$ cat src/rtl/router_pkt_reader.sv
// Destination-side client for one router output port: drains the port FIFO,
// reassembles header/payload/parity, streams payload and reports packet status.
module router_pkt_reader #(
  parameter logic [1:0] PORT_ID   = 2'd0,
  parameter int         START_DLY = 2,
  parameter int         STALL_MAX = 32
) (
  input  logic       clk,
  input  logic       resetn,
  input  logic       enable,
  input  logic       vld_out,
  input  logic [7:0] data_out,
  output logic       read_enb,
  output logic       pay_valid,
  output logic [7:0] pay_data,
  output logic [5:0] rx_len,
  output logic [1:0] rx_addr,
  output logic       pkt_done,
  output logic       pkt_err,
  output logic [1:0] err_type,
  output logic       busy,
  output logic [7:0] pkt_cnt,
  output logic [7:0] err_cnt
);

  localparam int DLY_W   = (START_DLY > 1) ? $clog2(START_DLY) : 1;
  localparam int STALL_W = $clog2(STALL_MAX + 1);
  localparam logic [DLY_W-1:0]   DLY_LAST   = DLY_W'((START_DLY > 0) ? START_DLY - 1 : 0);
  localparam logic [STALL_W-1:0] STALL_LAST = STALL_W'(STALL_MAX - 1);

  typedef enum logic [1:0] {IDLE, WAIT, READ, CHECK} state_t;
  state_t state_reg, state_next;

  logic [DLY_W-1:0]   dly_cnt_reg;
  logic [STALL_W-1:0] stall_cnt_reg;
  logic [6:0]         issue_cnt_reg, rx_cnt_reg;
  logic               rd_flag_reg;
  logic [7:0]         acc_reg;
  logic [5:0]         rx_len_reg;
  logic [1:0]         rx_addr_reg;
  logic               err_flag_reg;
  logic [1:0]         err_type_reg;
  logic [7:0]         pkt_cnt_reg, err_cnt_reg;

  logic       hdr_seen, short_of_limit, rd_go, stall_hit;
  logic       cap, cap_hdr, cap_par, cap_pay, addr_bad, par_bad;
  logic [6:0] par_idx, issue_lim;

  // Until the header lands only header+one more byte may be in flight, which
  // also covers the len=0 case where the second byte is already parity.
  assign hdr_seen       = (rx_cnt_reg != 7'd0);
  assign par_idx        = {1'b0, rx_len_reg} + 7'd1;
  assign issue_lim      = hdr_seen ? (par_idx + 7'd1) : 7'd2;
  assign short_of_limit = (issue_cnt_reg < issue_lim);
  assign rd_go          = (state_reg == READ) && vld_out && short_of_limit;
  assign stall_hit      = (state_reg == READ) && !vld_out && short_of_limit &&
                          (stall_cnt_reg == STALL_LAST);

  assign cap      = (state_reg == READ) && rd_flag_reg;
  assign cap_hdr  = cap && !hdr_seen;
  assign cap_par  = cap && hdr_seen && (rx_cnt_reg == par_idx);
  assign cap_pay  = cap && hdr_seen && !cap_par;
  assign addr_bad = (rx_addr_reg != PORT_ID);
  assign par_bad  = (data_out != acc_reg);

  always_ff @(posedge clk) begin
    if (!resetn) state_reg <= IDLE;
    else         state_reg <= state_next;
  end

  always_comb begin
    state_next = state_reg;
    case (state_reg)
      IDLE:    if (enable && vld_out) state_next = (START_DLY == 0) ? READ : WAIT;
      WAIT:    if (dly_cnt_reg == DLY_LAST) state_next = READ;
      READ:    if (stall_hit || cap_par) state_next = CHECK;
      CHECK:   state_next = IDLE;
      default: state_next = IDLE;
    endcase
  end

  always_comb begin
    read_enb  = rd_go;
    pay_valid = cap_pay;
    pay_data  = cap_pay ? data_out : 8'h00;
    pkt_done  = (state_reg == CHECK);
    pkt_err   = (state_reg == CHECK) && err_flag_reg;
    busy      = (state_reg != IDLE);
  end

  always_ff @(posedge clk) begin
    if (!resetn) begin
      dly_cnt_reg   <= '0;
      stall_cnt_reg <= '0;
      issue_cnt_reg <= '0;
      rx_cnt_reg    <= '0;
      rd_flag_reg   <= 1'b0;
      acc_reg       <= '0;
      rx_len_reg    <= '0;
      rx_addr_reg   <= '0;
      err_flag_reg  <= 1'b0;
      err_type_reg  <= '0;
      pkt_cnt_reg   <= '0;
      err_cnt_reg   <= '0;
    end else begin
      rd_flag_reg <= rd_go;
      case (state_reg)
        IDLE: begin
          dly_cnt_reg   <= '0;
          stall_cnt_reg <= '0;
          issue_cnt_reg <= '0;
          rx_cnt_reg    <= '0;
          acc_reg       <= '0;
        end
        WAIT: dly_cnt_reg <= dly_cnt_reg + 1'b1;
        READ: begin
          if (rd_go) issue_cnt_reg <= issue_cnt_reg + 7'd1;
          if (rd_go)                           stall_cnt_reg <= '0;
          else if (!vld_out && short_of_limit) stall_cnt_reg <= stall_cnt_reg + 1'b1;
          if (cap) rx_cnt_reg <= rx_cnt_reg + 7'd1;
          if (cap_hdr) begin
            rx_len_reg  <= data_out[7:2];
            rx_addr_reg <= data_out[1:0];
            acc_reg     <= data_out;
          end
          if (cap_pay) acc_reg <= acc_reg ^ data_out;
          // Status is resolved on the way into CHECK so it is valid alongside pkt_done.
          if (stall_hit) begin
            err_flag_reg <= 1'b1;
            err_type_reg <= 2'd2;
          end else if (cap_par) begin
            err_flag_reg <= addr_bad | par_bad;
            err_type_reg <= addr_bad ? 2'd1 : 2'd0;
          end
        end
        CHECK: begin
          if (err_flag_reg) begin
            if (err_cnt_reg != 8'hFF) err_cnt_reg <= err_cnt_reg + 8'd1;
          end else begin
            if (pkt_cnt_reg != 8'hFF) pkt_cnt_reg <= pkt_cnt_reg + 8'd1;
          end
        end
        default: ;
      endcase
    end
  end

  assign rx_len   = rx_len_reg;
  assign rx_addr  = rx_addr_reg;
  assign err_type = err_type_reg;
  assign pkt_cnt  = pkt_cnt_reg;
  assign err_cnt  = err_cnt_reg;

endmodule
$ cat config.mk
export PLATFORM = sky130hd
export DESIGN_NAME = router_pkt_reader
export DESIGN_NICKNAME = d
export VERILOG_FILES = /design/src/rtl/router_pkt_reader.sv
export SDC_FILE = /design/constraint.sdc
export NUM_CORES = 1
export LEC_CHECK = 0
export ABC_AREA = 1
export BUFFER_PORTS_ARGS = -buffer_cell sky130_fd_sc_hd__buf_2
export CAP_MARGIN = 30
export CELL_PAD_IN_SITES_DETAIL_PLACEMENT = 0
export CELL_PAD_IN_SITES_GLOBAL_PLACEMENT = 1
export CORE_ASPECT_RATIO = 2
export CORE_MARGIN = 3
export CORE_UTILIZATION = 44
export CTS_CLUSTER_DIAMETER = 60
export CTS_CLUSTER_SIZE = 40
export DETAILED_ROUTE_END_ITERATION = 16
export PLACE_DENSITY_LB_ADDON = 0.1
export SKIP_LAST_GASP = 1
export SYNTH_ARGS = -nofsm -noshare
export SYNTH_HDL_FRONTEND = slang
export SYNTH_SLANG_ARGS = --single-unit
$ cat constraint.sdc
create_clock -name clk -period 8 [get_ports clk]
set_clock_uncertainty 0.15 [all_clocks]
set_input_delay 0 -clock clk [delete_from_list [all_inputs] [get_ports clk]]
set_output_delay 0 -clock clk [all_outputs]
set_load 0.03 [all_outputs]
=== After elaboration in Yosys (flattened, before gate mapping) ===
Index checks and enable logic that the tools add are counted.

* Shift operators: 0
* Multiplexer cells: 22
* Div/mod/pow operators: 0
* Bitwise logic cells: 3
* $mul: 0
* Equality and inequality tests: 15
* Add/sub/neg operators: 8
* Reductions and logical operators: 33
* $lt $le $gt $ge: 1

{| class="wikitable"
|+ Operator list
! cell !! number
|-
| $pmux W7 S2 || 2
|-
| $mux W8 || 3
|-
| $add A7 B1 Y7 const B || 3
|-
| $mux W7 || 3
|-
| $add A8 B1 Y8 const B || 2
|-
| $ne A8 B8 Y1 const B || 2
|-
| $pmux W8 S2 || 1
|-
| $logic_and A1 B1 Y1 || 13
|-
| $mux W6 || 2
|-
| $pmux W6 S2 || 1
|-
| $reduce_and A2 Y1 || 6
|-
| $mux W2 || 5
|-
| $reduce_bool A2 Y1 || 5
|-
| $reduce_and A3 Y1 || 3
|-
| $ne A2 B2 Y1 const B || 4
|-
| $ne A8 B8 Y1 || 1
|-
| $pmux W2 S4 || 1
|-
| $xor A8 B8 Y8 || 1
|-
| $add A6 B1 Y7 const B || 1
|-
| $eq A7 B7 Y1 || 1
|-
| $lt A7 B7 Y1 || 1
|-
| $reduce_bool A7 Y1 || 1
|-
| $add A6 B1 Y6 const B || 1
|-
| $eq A6 B5 Y1 const B || 1
|-
| other kinds (13) || 18
|}

* Bits in read-only memories: 0
* Bits in writable memories: 0
* Input bits: 12
* Latch bits: 0
* Register bits: 59
* Memories: 0

=== Logic depth before layout (Yosys ltp) ===
Gate-level depths: netlist (run 1).

* Word-level depth: 9
* Gate-level depth with buffers: 21
* Depth with buffers taken out: 21

=== Worst setup path after synthesis (run 1) ===
No wires, ideal clock.

* Path kind: flip-flop to flip-flop
* Start point: reg rx_len_reg[0] (netlist: rx_len[0])
* End point: reg issue_cnt_reg[2]
* Setup slack: 4.773 ns
* Cell stages (with the launch flop): 18
* Library setup time: 0.117 ns
* Arrival time: 2.959 ns
* Data required time: 7.733 ns
* Path through: dfxtp_1 > ha_1 > inv_2 > nand2_1 > nand2_1 > inv_1 > nand3_1 > or2_2 > o21ai_0 > nand2_1 > ha_1 > a21oi_1 > o21a_1 > nand3_2 > nor2_4 > inv_2 > o21ai_0 > nor2_1

* Cells in the longest elaborated chain, start to end: 7

{| class="wikitable"
|+ RTL lines
! element !! line !! RTL
|-
| start, declared || 39 || <nowiki>logic [5:0] rx_len_reg;</nowiki>
|-
| start signal, assigned || 122 || <nowiki>rx_len_reg <= data_out[7:2];</nowiki>
|-
| $add A6 B1 Y7 || 52 || <nowiki>assign par_idx = {1'b0, rx_len_reg} + 7'd1;</nowiki>
|-
| $add A7 B1 Y7 || 53 || <nowiki>assign issue_lim = hdr_seen ? (par_idx + 7'd1) : 7'd2;</nowiki>
|-
| $mux W7 || 53 ||
|-
| $lt A7 B7 Y1 || 54 || <nowiki>assign short_of_limit = (issue_cnt_reg < issue_lim);</nowiki>
|-
| $logic_and A1 B1 Y1 || 55 || <nowiki>assign rd_go = (state_reg == READ) && vld_out && short_of_limit;</nowiki>
|-
| via read_enb || 13 || <nowiki>output logic read_enb,</nowiki>
|-
| $ne A2 B2 Y1 (no source line) || -- ||
|-
| $reduce_and A2 Y1 (no source line) || -- ||
|-
| end signal, assigned || 117 || <nowiki>if (rd_go) issue_cnt_reg <= issue_cnt_reg + 7'd1;</nowiki>
|-
| end, declared || 36 || <nowiki>logic [6:0] issue_cnt_reg, rx_cnt_reg;</nowiki>
|}

The timed path passes the listed nets, and every way through them passes these cells.
A chain may end at the register's enable or synchronous reset.

=== Worst setup path in the final report (run 1) ===
* Start point: reg rx_len_reg[0] (netlist: rx_len[0])
* End point: out read_enb

* Cells in the longest elaborated chain, start to end: 5

{| class="wikitable"
|+ RTL lines
! element !! line
|-
| $add A6 B1 Y7 || 52
|-
| $add A7 B1 Y7 || 53
|-
| $mux W7 || 53
|-
| $lt A7 B7 Y1 || 54
|-
| $logic_and A1 B1 Y1 || 55
|-
| end, declared || 13
|}

No other way between the ends.

==> flow_metrics.py, run 1 <==
metrics = {
    "sta": {
        "finalSetupTns_ps": 0,
        "final.min_clock_period_ps": 3300,
        "tightest_slew_ps": 583,
        "relSlewSlack_pct": 61.1,
        "hold_viol_final": 0,
        "setup_violations": 0,
        "clock.fmax_mhz": 303,
        "grt_setup_unrepaired": "false",
        "min_period_over_period_pct": 41.2,
        "slew_violations": 0,
        "timing.hold.ws_ps": 8.73,
    },
    "flow_run": {
        "maxCapViolations": 0,
    },
    "grt": {
        "first_global_vias": 3410,
        "antenna_found_initial": 0,
        "grt_first_pass_wirelength_um": 16100,
        "grt.overflow.total": 0,
        "grt_use_total_pct": 21.7,
        "grt_start_max_net_pins": 31,
    },
    "floorplan": {
        "pin_count": 51,
        "core_area_mm2": 0.00771,
        "die_x_um": 69.7,
        "die_h_um": 133,
        "dieArea_mm2": 0.00929,
        "row_count": 45,
        "initial_core_util_pct": 46.2,
    },
    "drt": {
        "vias": 3480,
        "wl_um": 9570,
        "first_iter_violations": 121,
        "drt_pre_antenna_iters": 4,
        "drc": 0,
        "vias_per_cell": 5.19,
        "ant_nets": 0,
        "wl_per_cell_um": 14.3,
    },
    "clock_network": {
        "cts_buffers": 9,
        "clkLatencyLatePin_ps": 320,
        "post_cts_buffers": 0,
        "cts_max_path_buffers": 2,
        "cts_root_buf": "clkbuf_16",
        "htreeDepth": 3,
        "cts_num_sinks": 59,
        "cts_tree": "yes",
        "post_cts_resized": 0,
        "clk_pin_slew_worst_paths_ps": 50,
    },
    "logic_synthesis": {
        "synthTopCellsByCount": "95 x nand2_1, 69 x inv_1, 59 x dfxtp_1",
        "synth_nets": 541,
        "synthFlopType": "dfxtp_1",
        "synth_cell_types": 40,
        "synth_area_mm2": 0.00357,
        "yosys_warnings": 0,
        "synthCells": 510,
        "async_flop_share_pct": 0,
        "synth_top_area_share_pct": 33.1,
        "synth.most_common_cell": "nand2_1",
        "ys_ff_latch": 59,
        "synth.avg_cell_area_um2": 6.99,
        "yosysSeqAreaShare_pct": 33.1,
        "yosys.area.top_type": "dfxtp_1",
        "synthTopCellsByArea": "dfxtp_1 33%, nand2_1 10%, inv_1 7.3%",
        "synth_edf_count": 0,
    },
    "placed_design": {
        "placed_cells": 647,
        "place_area_mm2": 0.00390,
        "gp_congestion": 0.842,
        "numPortBuffers": 50,
        "dp_hpwl_um": 7460,
    },
    "pwr": {
        "leakage_nw": 1.91,
        "ir_drop_mv": 0.160,
        "power.density_mw_per_mm2": 207,
    },
    "hold_path": {
        "hold_path.class": "input pin to flip-flop",
    },
    "layout": {
        "fin_cells": 671,
        "utilization_pct": 55.3,
        "diodes": 0,
        "nNetsFinal": 604,
        "final_area_mm2": 0.00427,
        "drive_gt1_share_pct": 19.1,
        "areaGrowthSynthToFinish_pct": 19.7,
    },
    "worst_setup_path": {
        "cp_max_fo": 9,
        "crit_path_end_kind": "output pin",
        "critical_path_arrival_ps": 3150,
        "required_ps": 7850,
        "start_kind": "flip-flop",
        "critical_path_class": "flip-flop to output pin",
    },
    "status": {
        "outcome": "completed",
    },
}
power breakdown:
| group | leakage [nW] | total (W) | switching, W | internal, W |
|---|---|---|---|---|
| sequential | 0.476 | 0.000315 | 0.0000101 | 0.000305 |
| combinational | 1.30 | 0.000209 | 0.000151 | 0.0000580 |
| clock | 0.135 | 0.000360 | 0.000127 | 0.000233 |
| total | 1.91 | 0.000885 | 0.000288 | 0.000596 |
worst max-delay path, cell delays in order, from the launching register on:
cell and delay (ps):
dfxtp_1 510, ha_1 310, inv_2 60, nand2_1 80, nand2_1 70, inv_1 70, nand3_1 90, or2_2 290
o21ai_0 150, nand2_1 80, ha_1 290, a21oi_1 130, o21a_1 180, nand3_2 130, nor2_4 150, buf_2 230
what timing repair did:
action / in CTS / in global routing
hold buffers: 9 / 0
endpoints found under the setup margin: 0 / 0
hold endpoints to repair: 17 / 0
metal layers:
| layer | global-route usage [%] | share of wire [%] | up-vias |
|---|---|---|---|
| met5 | 0 | 0 | - |
| met4 | 12.0 | 4.0 | 0 |
| met3 | 4.00 | 3.5 | 25 |
| met2 | 41.6 | 56 | 84 |
| met1 | 21.2 | 37 | 1577 |
| li1 | - | - | 1794 |
cells by family after synthesis:
| group | after synthesis | synth area share, % |
|---|---|---|
| compound gates | 99 | 15.6 |
| xor+xnor | 13 | 3.19 |
| fa+ha+maj | 19 | 6.66 |
| buf+inv | 84 | 9.40 |
| flops | 59 | 33.1 |
| simple gates | 236 | 32.0 |
path summary, 6_finish.rpt:
check | from | end | slack (ps) | depth (start not counted)
hold / removal | enable | state_reg[0] | 9 | 6
hold reg to reg | rx_addr[0] | rx_addr[0] | 320 | 2
setup reg to reg | rx_len[0] | issue_cnt_reg[6] | 4760 | 18
setup / recovery | rx_len[0] | read_enb | 4700 | 15
through the flow:
| stage | power (W) | setup slack, ps |
|---|---|---|
| after floorplan | 0.000469 | 4770 |
| after global placement | 0.000529 | 4920 |
| after detailed placement | 0.000531 | 4800 |
| after CTS | 0.000898 | 4690 |
| after global routing | 0.000931 | 4430 |
| final | 0.000885 | 4700 |
final cells by class:
type | count | area (um^2)
fillers | 806 | 3440
clock buffers | 14 | 274
clock inverters | 1 | 7.51
repair buffers | 60 | 348
multi-input cells | 367 | 2050
well taps | 94 | 118
flip-flops and latches | 59 | 1180
inverters | 76 | 290
layout by cell type, fill, tap and decap left out, types with 2 or more instances in the layout:
master and count:
a211oi_1 2, a21oi_1 43, a21oi_2 7, a22oi_1 2, a311oi_1 2, buf_2 50, clkbuf_1 2, clkbuf_16 9
clkbuf_8 3, clkinv_1 2, dfxtp_1 59, dlygate4sd3_1 9, ha_1 19, inv_1 69, inv_2 4, nand2_1 95
nand2_2 13, nand2_4 3, nand3_1 38, nand3_2 3, nand4_1 9, nor2_1 49, nor2_2 4, nor2_4 4
nor3_1 3, nor3b_1 3, nor4_1 5, o21a_1 2, o21ai_0 34, o21ai_1 2, o21bai_1 2, or2_2 4
xnor2_1 3, xor2_1 10
Note: power is estimated with default switching activity, not from simulation.
==> run 2: changes to the inputs <==
Settings changed: ABC_AREA 1 to 0, CORE_UTILIZATION 44 to 39.
Clock period 8 ns to 2.7 ns, I/O delays scaled along.
==> flow_metrics.py, run 2 <==
metrics = {
    "status": {
        "outcome": "finished with violations",
        "violations": "negative setup slack",
    },
    "clock_network": {
        "clk_pin_slew_worst_paths_ps": 50,
        "clkLatencyLatePin_ps": 330,
        "cts_max_path_buffers": 2,
        "cts_num_sinks": 59,
        "cts_root_buf": "clkbuf_16",
        "cts_tree": "yes",
        "cts_buffers": 9,
        "htreeDepth": 3,
    },
    "pwr": {
        "finalPower_w": 0.00271,
        "leakage_nw": 2.00,
        "cell_internal_pwr_w": 0.00192,
        "ir_drop_mv": 0.515,
        "seqPwrFrac_pct": 34.1,
        "combPwrFrac_pct": 23.2,
        "clockPowerShare_pct": 42.7,
        "power_switching_w": 0.000789,
        "power.density_mw_per_mm2": 561,
        "p_sw_share_pct": 29.1,
    },
    "worst_setup_path": {
        "critical_path_arrival_ps": 2950,
        "required_ps": 2550,
        "cp_max_fo": 4,
        "r2r_end": "issue_cnt_reg[4]",
        "critical_path_class": "flip-flop to output pin",
        "r2r-start": "rx_len[1]",
        "crit_path_end_kind": "output pin",
        "start_kind": "flip-flop",
        "r2r_slack_ps": -380,
        "worstRegToRegCells": 14,
    },
    "logic_synthesis": {
        "synthFlopType": "dfxtp_1",
        "synth_top_area_share_pct": 33.6,
        "synth.most_common_cell": "dfxtp_1",
        "ys_ff_latch": 59,
        "synth_area_mm2": 0.00352,
        "synthTopCellsByArea": "dfxtp_1 34%, ha_1 6.8%, a21oi_1 5.3%",
        "synth_cell_types": 58,
        "async_flop_share_pct": 0,
        "synthCells": 424,
        "synth.avg_cell_area_um2": 8.29,
        "yosys.area.top_type": "dfxtp_1",
        "yosys_warnings": 0,
        "synthTopCellsByCount": "59 x dfxtp_1, 41 x nor2_1, 37 x a21oi_1",
        "yosysSeqAreaShare_pct": 33.6,
        "synth_nets": 455,
        "synth_edf_count": 0,
    },
    "sta": {
        "grt_setup_unrepaired": "true",
        "min_period_over_period_pct": 115,
        "final.min_clock_period_ps": 3100,
        "slew_violations": 0,
        "setup_slack_ps": -404,
        "setup_violations": 20,
        "timing.hold.ws_ps": 82.8,
        "tightest_slew_ps": 891,
        "clock.fmax_mhz": 322,
        "hold_viol_final": 0,
        "finalSetupTns_ps": -6060,
        "relSlewSlack_pct": 40.5,
    },
    "layout": {
        "final_common_cell": "dfxtp_1",
        "drive_gt1_share_pct": 30.6,
        "areaGrowthSynthToFinish_pct": 37.5,
        "utilization_pct": 55.5,
        "layout_common_cells": "56 x dfxtp_1, 49 x buf_2, 45 x buf_4, 37 x nor2_1, 32 x nand2_1",
        "diodes": 0,
        "nNetsFinal": 557,
    },
    "hold_path": {
        "hold_path.class": "input pin to flip-flop",
        "hold-path-endpoint": "state_reg[1]",
        "worstHoldPathCells": 5,
        "worstHoldStart": "enable",
    },
    "floorplan": {
        "pin_count": 51,
        "dieArea_mm2": 0.0103,
        "die_x_um": 73.1,
        "initial_core_util_pct": 40.4,
        "row_count": 48,
        "core_area_mm2": 0.00871,
        "die_h_um": 140,
    },
    "drt": {
        "vias": 3412,
        "drc": 0,
        "ant_nets": 0,
        "top_layer_used": "met4",
        "vias_per_cell": 5.42,
        "wl_met3_um": 233,
        "m1WireLength_um": 3780,
        "wl_um": 9960,
        "wl_per_cell_um": 15.8,
        "met2WireLength_um": 5740,
        "drt_pre_antenna_iters": 4,
        "first_iter_violations": 92,
    },
    "grt": {
        "first_global_vias": 3346,
        "grt.overflow.total": 0,
        "grt_start_max_net_pins": 47,
        "grt_use_total_pct": 20.0,
        "grt_first_pass_wirelength_um": 16000,
        "antenna_found_initial": 0,
    },
    "placed_design": {
        "dp_hpwl_um": 7250,
        "numPortBuffers": 50,
        "post-place-ws_ps": -444,
        "gp_congestion": 0.779,
    },
    "flow_run": {
        "maxCapViolations": 0,
    },
}
run 2: layout make-up:
class | instances | area, um^2
Timing Repair Buffer | 112 | 773
Clock inverter | 2 | 35.0
Inverter | 16 | 65.1
Multi-Input combinational cell | 328 | 2380
Fill cell | 828 | 3870
Sequential cell | 59 | 1190
Clock buffer | 12 | 267
Tap cell | 100 | 125
run 2: worst max-delay path by stage:
stage / from / to / slack (ps)
2_1_floorplan: rx_len[0] / state_reg[1] / -340
3_3_place_gp: rx_len[1] / state_reg[1] / -360
3_5_place_dp: rx_len[1] / stall_cnt_reg[3] / -440
4_1_cts: rx_len[1] / read_enb / -430
5_1_grt: rx_len[1] / read_enb / -540
6_report: rx_len[1] / read_enb / -400
run 2: power groups by stage:
stage	logic (W)	registers (W)	clock network [W]
floorplan	0.000369	0.000939	0
global placement	0.000540	0.000941	0
detailed placement	0.000542	0.000942	0
CTS	0.000598	0.000924	0.00119
global route	0.000680	0.000929	0.00122
finish	0.000628	0.000925	0.00116
run 2: stage by stage:
stage	cells	area, um^2
2_1_floorplan	424	3560
3_3_place_gp	593	4120
3_5_place_dp	593	4120
4_1_cts	621	4620
5_1_grt	629	4840
6_report	629	4840
run 2: routing by layer:
metal | up-vias | track usage, %
li1 | 1710 | -
met1 | 1641 | 20.5
met2 | 46 | 37.7
met3 | 15 | 4.24
met4 | 0 | 7.39
met5 | - | 0
run 2: kinds of logic (layout without fill, tap and decap cells):
group | after synthesis | in the layout | synth area share [%]
flip-flops | 59 | 59 | 33.6
buffers and inverters | 37 | 142 | 4.88
AO/OA/AOI/OAI | 100 | 100 | 18.2
multiplexers | 12 | 12 | 3.42
adder cells (fa/ha/maj) | 19 | 19 | 6.76
AND/OR/NAND/NOR | 165 | 165 | 24.8
XOR/XNOR | 32 | 32 | 8.40
run 2: critical path, cell delays in order (launching register included):
cell       delay (ps)
dfxtp_4           370
ha_4              170
xnor2_2           130
o31a_1            310
nor2_2            100
xor2_1            170
nand2_1            80
ha_1              290
and4_1            200
o211ai_1          150
o2111ai_1         240
buf_4             160
buf_6             100
inv_4              30
buf_6             120
run 2: what timing repair did:
action,4_1_cts,5_1_grt
pin swaps,14,15
setup buffers,4,8
gates resized for setup,21,30
hold endpoints to repair,24,0
hold buffers,10,0
endpoints found under the setup margin,29,28
==> run 3: changes to the inputs <==
Settings changed: ABC_AREA 0 to 1, CORE_ASPECT_RATIO 2 to unset, CORE_MARGIN 3 to 2, CORE_UTILIZATION 39 to 37.
==> flow_metrics.py, run 3 (synthesized netlist as in run 1, its figures left out) <==
metrics = {
    "drt": {
        "drt_pre_antenna_iters": 4,
        "wl_um": 9760,
        "vias": 3599,
        "vias_per_cell": 4.80,
        "drc": 0,
        "wl_per_cell_um": 13.0,
        "first_iter_violations": 98,
        "ant_nets": 0,
    },
    "status": {
        "violations": "negative setup slack",
        "outcome": "finished with violations",
    },
    "placed_design": {
        "post-place-ws_ps": -62.2,
        "dp_hpwl_um": 7180,
        "gp_congestion": 0.804,
        "numPortBuffers": 50,
    },
    "clock_network": {
        "cts_max_path_buffers": 2,
        "htreeDepth": 3,
        "cts_tree": "yes",
        "cts_num_sinks": 59,
        "cts_root_buf": "clkbuf_8",
        "clk_pin_slew_worst_paths_ps": 80,
        "cts_buffers": 9,
        "clkLatencyLatePin_ps": 350,
    },
    "layout": {
        "areaGrowthSynthToFinish_pct": 34.5,
        "layout_common_cells": "83 x nand2_1, 66 x inv_1, 55 x dfxtp_1, 47 x buf_2, 44 x nor2_1",
        "final.fill_count": 951,
        "diodes": 0,
        "drive_gt1_share_pct": 32.4,
        "ff_latch_area_mm2": 0.00119,
        "final_common_cell": "nand2_1",
        "nNetsFinal": 647,
        "multi_input_comb_area_mm2": 0.00227,
        "utilization_pct": 51.7,
    },
    "worst_setup_path": {
        "cp_max_fo": 5,
        "start_kind": "flip-flop",
        "critical_path_arrival_ps": 2830,
        "critical_path_class": "flip-flop to flip-flop",
        "critical_path.startpoint": "rx_len[1]",
        "endpoint": "state_reg[0]",
        "required_ps": 2770,
        "crit_path_end_kind": "flip-flop",
        "r2r-start": "rx_len[1]",
        "r2r_slack_ps": -70,
        "worstRegToRegCells": 18,
        "r2r_end": "state_reg[0]",
    },
    "floorplan": {
        "initial_core_util_pct": 38.4,
        "die_x_um": 102,
        "core_area_mm2": 0.00928,
        "die_h_um": 102,
        "pin_count": 51,
        "row_count": 35,
        "dieArea_mm2": 0.0104,
    },
    "pwr": {
        "ir_drop_mv": 0.376,
        "leakage_nw": 2.07,
        "power.density_mw_per_mm2": 507,
    },
    "sta": {
        "slew_violations": 0,
        "min_period_over_period_pct": 103,
        "clock.fmax_mhz": 361,
        "timing.hold.ws_ps": 18.3,
        "grt_setup_unrepaired": "true",
        "relSlewSlack_pct": 61.5,
        "tightest_slew_ps": 578,
        "setup_violations": 13,
        "final.min_clock_period_ps": 2770,
        "hold_viol_final": 0,
        "setup_slack_ps": -67.8,
    },
    "grt": {
        "grt_use_total_pct": 19.4,
        "antenna_found_initial": 0,
        "first_global_vias": 3311,
        "grt_first_pass_wirelength_um": 15900,
        "grt_start_max_net_pins": 27,
        "grt.overflow.total": 0,
    },
    "hold_path": {
        "worstHoldStart": "enable",
        "hold_path.class": "input pin to flip-flop",
    },
    "flow_run": {
        "maxCapViolations": 0,
    },
}
-- run 3: changes by cell type in the layout (fill, tap and decap cells not counted), moves of 9 or more --
| cell | previous run | this run |
|---|---|---|
| inv_1 | 13 | 66 |
| nand2_1 | 32 | 83 |
| nand2_2 | 1 | 23 |
| nand3_1 | 13 | 34 |
| and2_1 | 15 | 0 |
| a21oi_2 | 6 | 19 |
| o21ai_0 | 17 | 30 |
| mux2i_1 | 12 | 0 |
| clkbuf_16 | 9 | 0 |
| xnor2_1 | 12 | 3 |
-- run 3: cell type report --
cell class                 instances  share of cell area, %
multi-input combinational        367                   47.3
sequential                        59                   24.9
timing repair buffer             103                   14.5
inverter                          76                   6.26
tap                              129                   3.36
clock buffer                       9                   2.58
clock inverter                     7                   1.09
-- run 3: stage by stage --
| step | power, W | cells | cell area, um^2 | TNS (ps) |
|---|---|---|---|---|
| after floorplan | 0.00139 | 510 | 3620 | -779 |
| after global placement | 0.00160 | 705 | 4160 | -63.0 |
| after detailed placement | 0.00161 | 705 | 4160 | -299 |
| after CTS | 0.00241 | 743 | 4570 | -250 |
| after global routing | 0.00258 | 750 | 4800 | -3220 |
| final | 0.00243 | 750 | 4800 | -476 |
-- run 3: routing by layer --
layer  up-vias  track usage (%)  share of wire, %
met5         -                0                 0
met3        12             4.17               2.5
met1      1653             25.2                48
met2        50             32.7                48
met4         0             5.13               1.3
li1       1884                -                 -
-- run 3: what timing repair did --
item / CTS / global route
hold buffers: 10 / 0
pin swaps: 10 / 18
resized for setup: 14 / 44
endpoints found under the hold margin: 23 / 0
setup buffers: 12 / 7
setup endpoints to repair: 17 / 29
-- run 3: report_power, final --
| group | internal [W] | switching [W] | total (W) |
|---|---|---|---|
| clock | 0.000338 | 0.000418 | 0.000756 |
| combinational | 0.000251 | 0.000494 | 0.000745 |
| sequential | 0.000899 | 0.0000313 | 0.000930 |
-- run 3: worst min-delay path by stage --
| stage | end | cells past startpoint |
|---|---|---|
| floorplan | rx_len[0] | 2 |
| global placement | rx_len[5] | 3 |
| detailed placement | rx_len[5] | 3 |
| CTS | state_reg[0] | 6 |
| global route | state_reg[0] | 6 |
| finish | state_reg[0] | 6 |
-- run 3: critical path, stage by stage (launching register included) --
cell      delay [ps]
dfxtp_4          410
ha_4             170
nand2_2           60
nand2_2           70
nand2_2           50
inv_2             50
nand3_2           70
or2_4            230
o21ai_2          120
nand2_2           80
ha_4             280
nand2_2           50
o21a_1           210
buf_4            140
buf_6            110
nand3_4          100
nand2_2           80
o21bai_1         150
a21oi_1           70
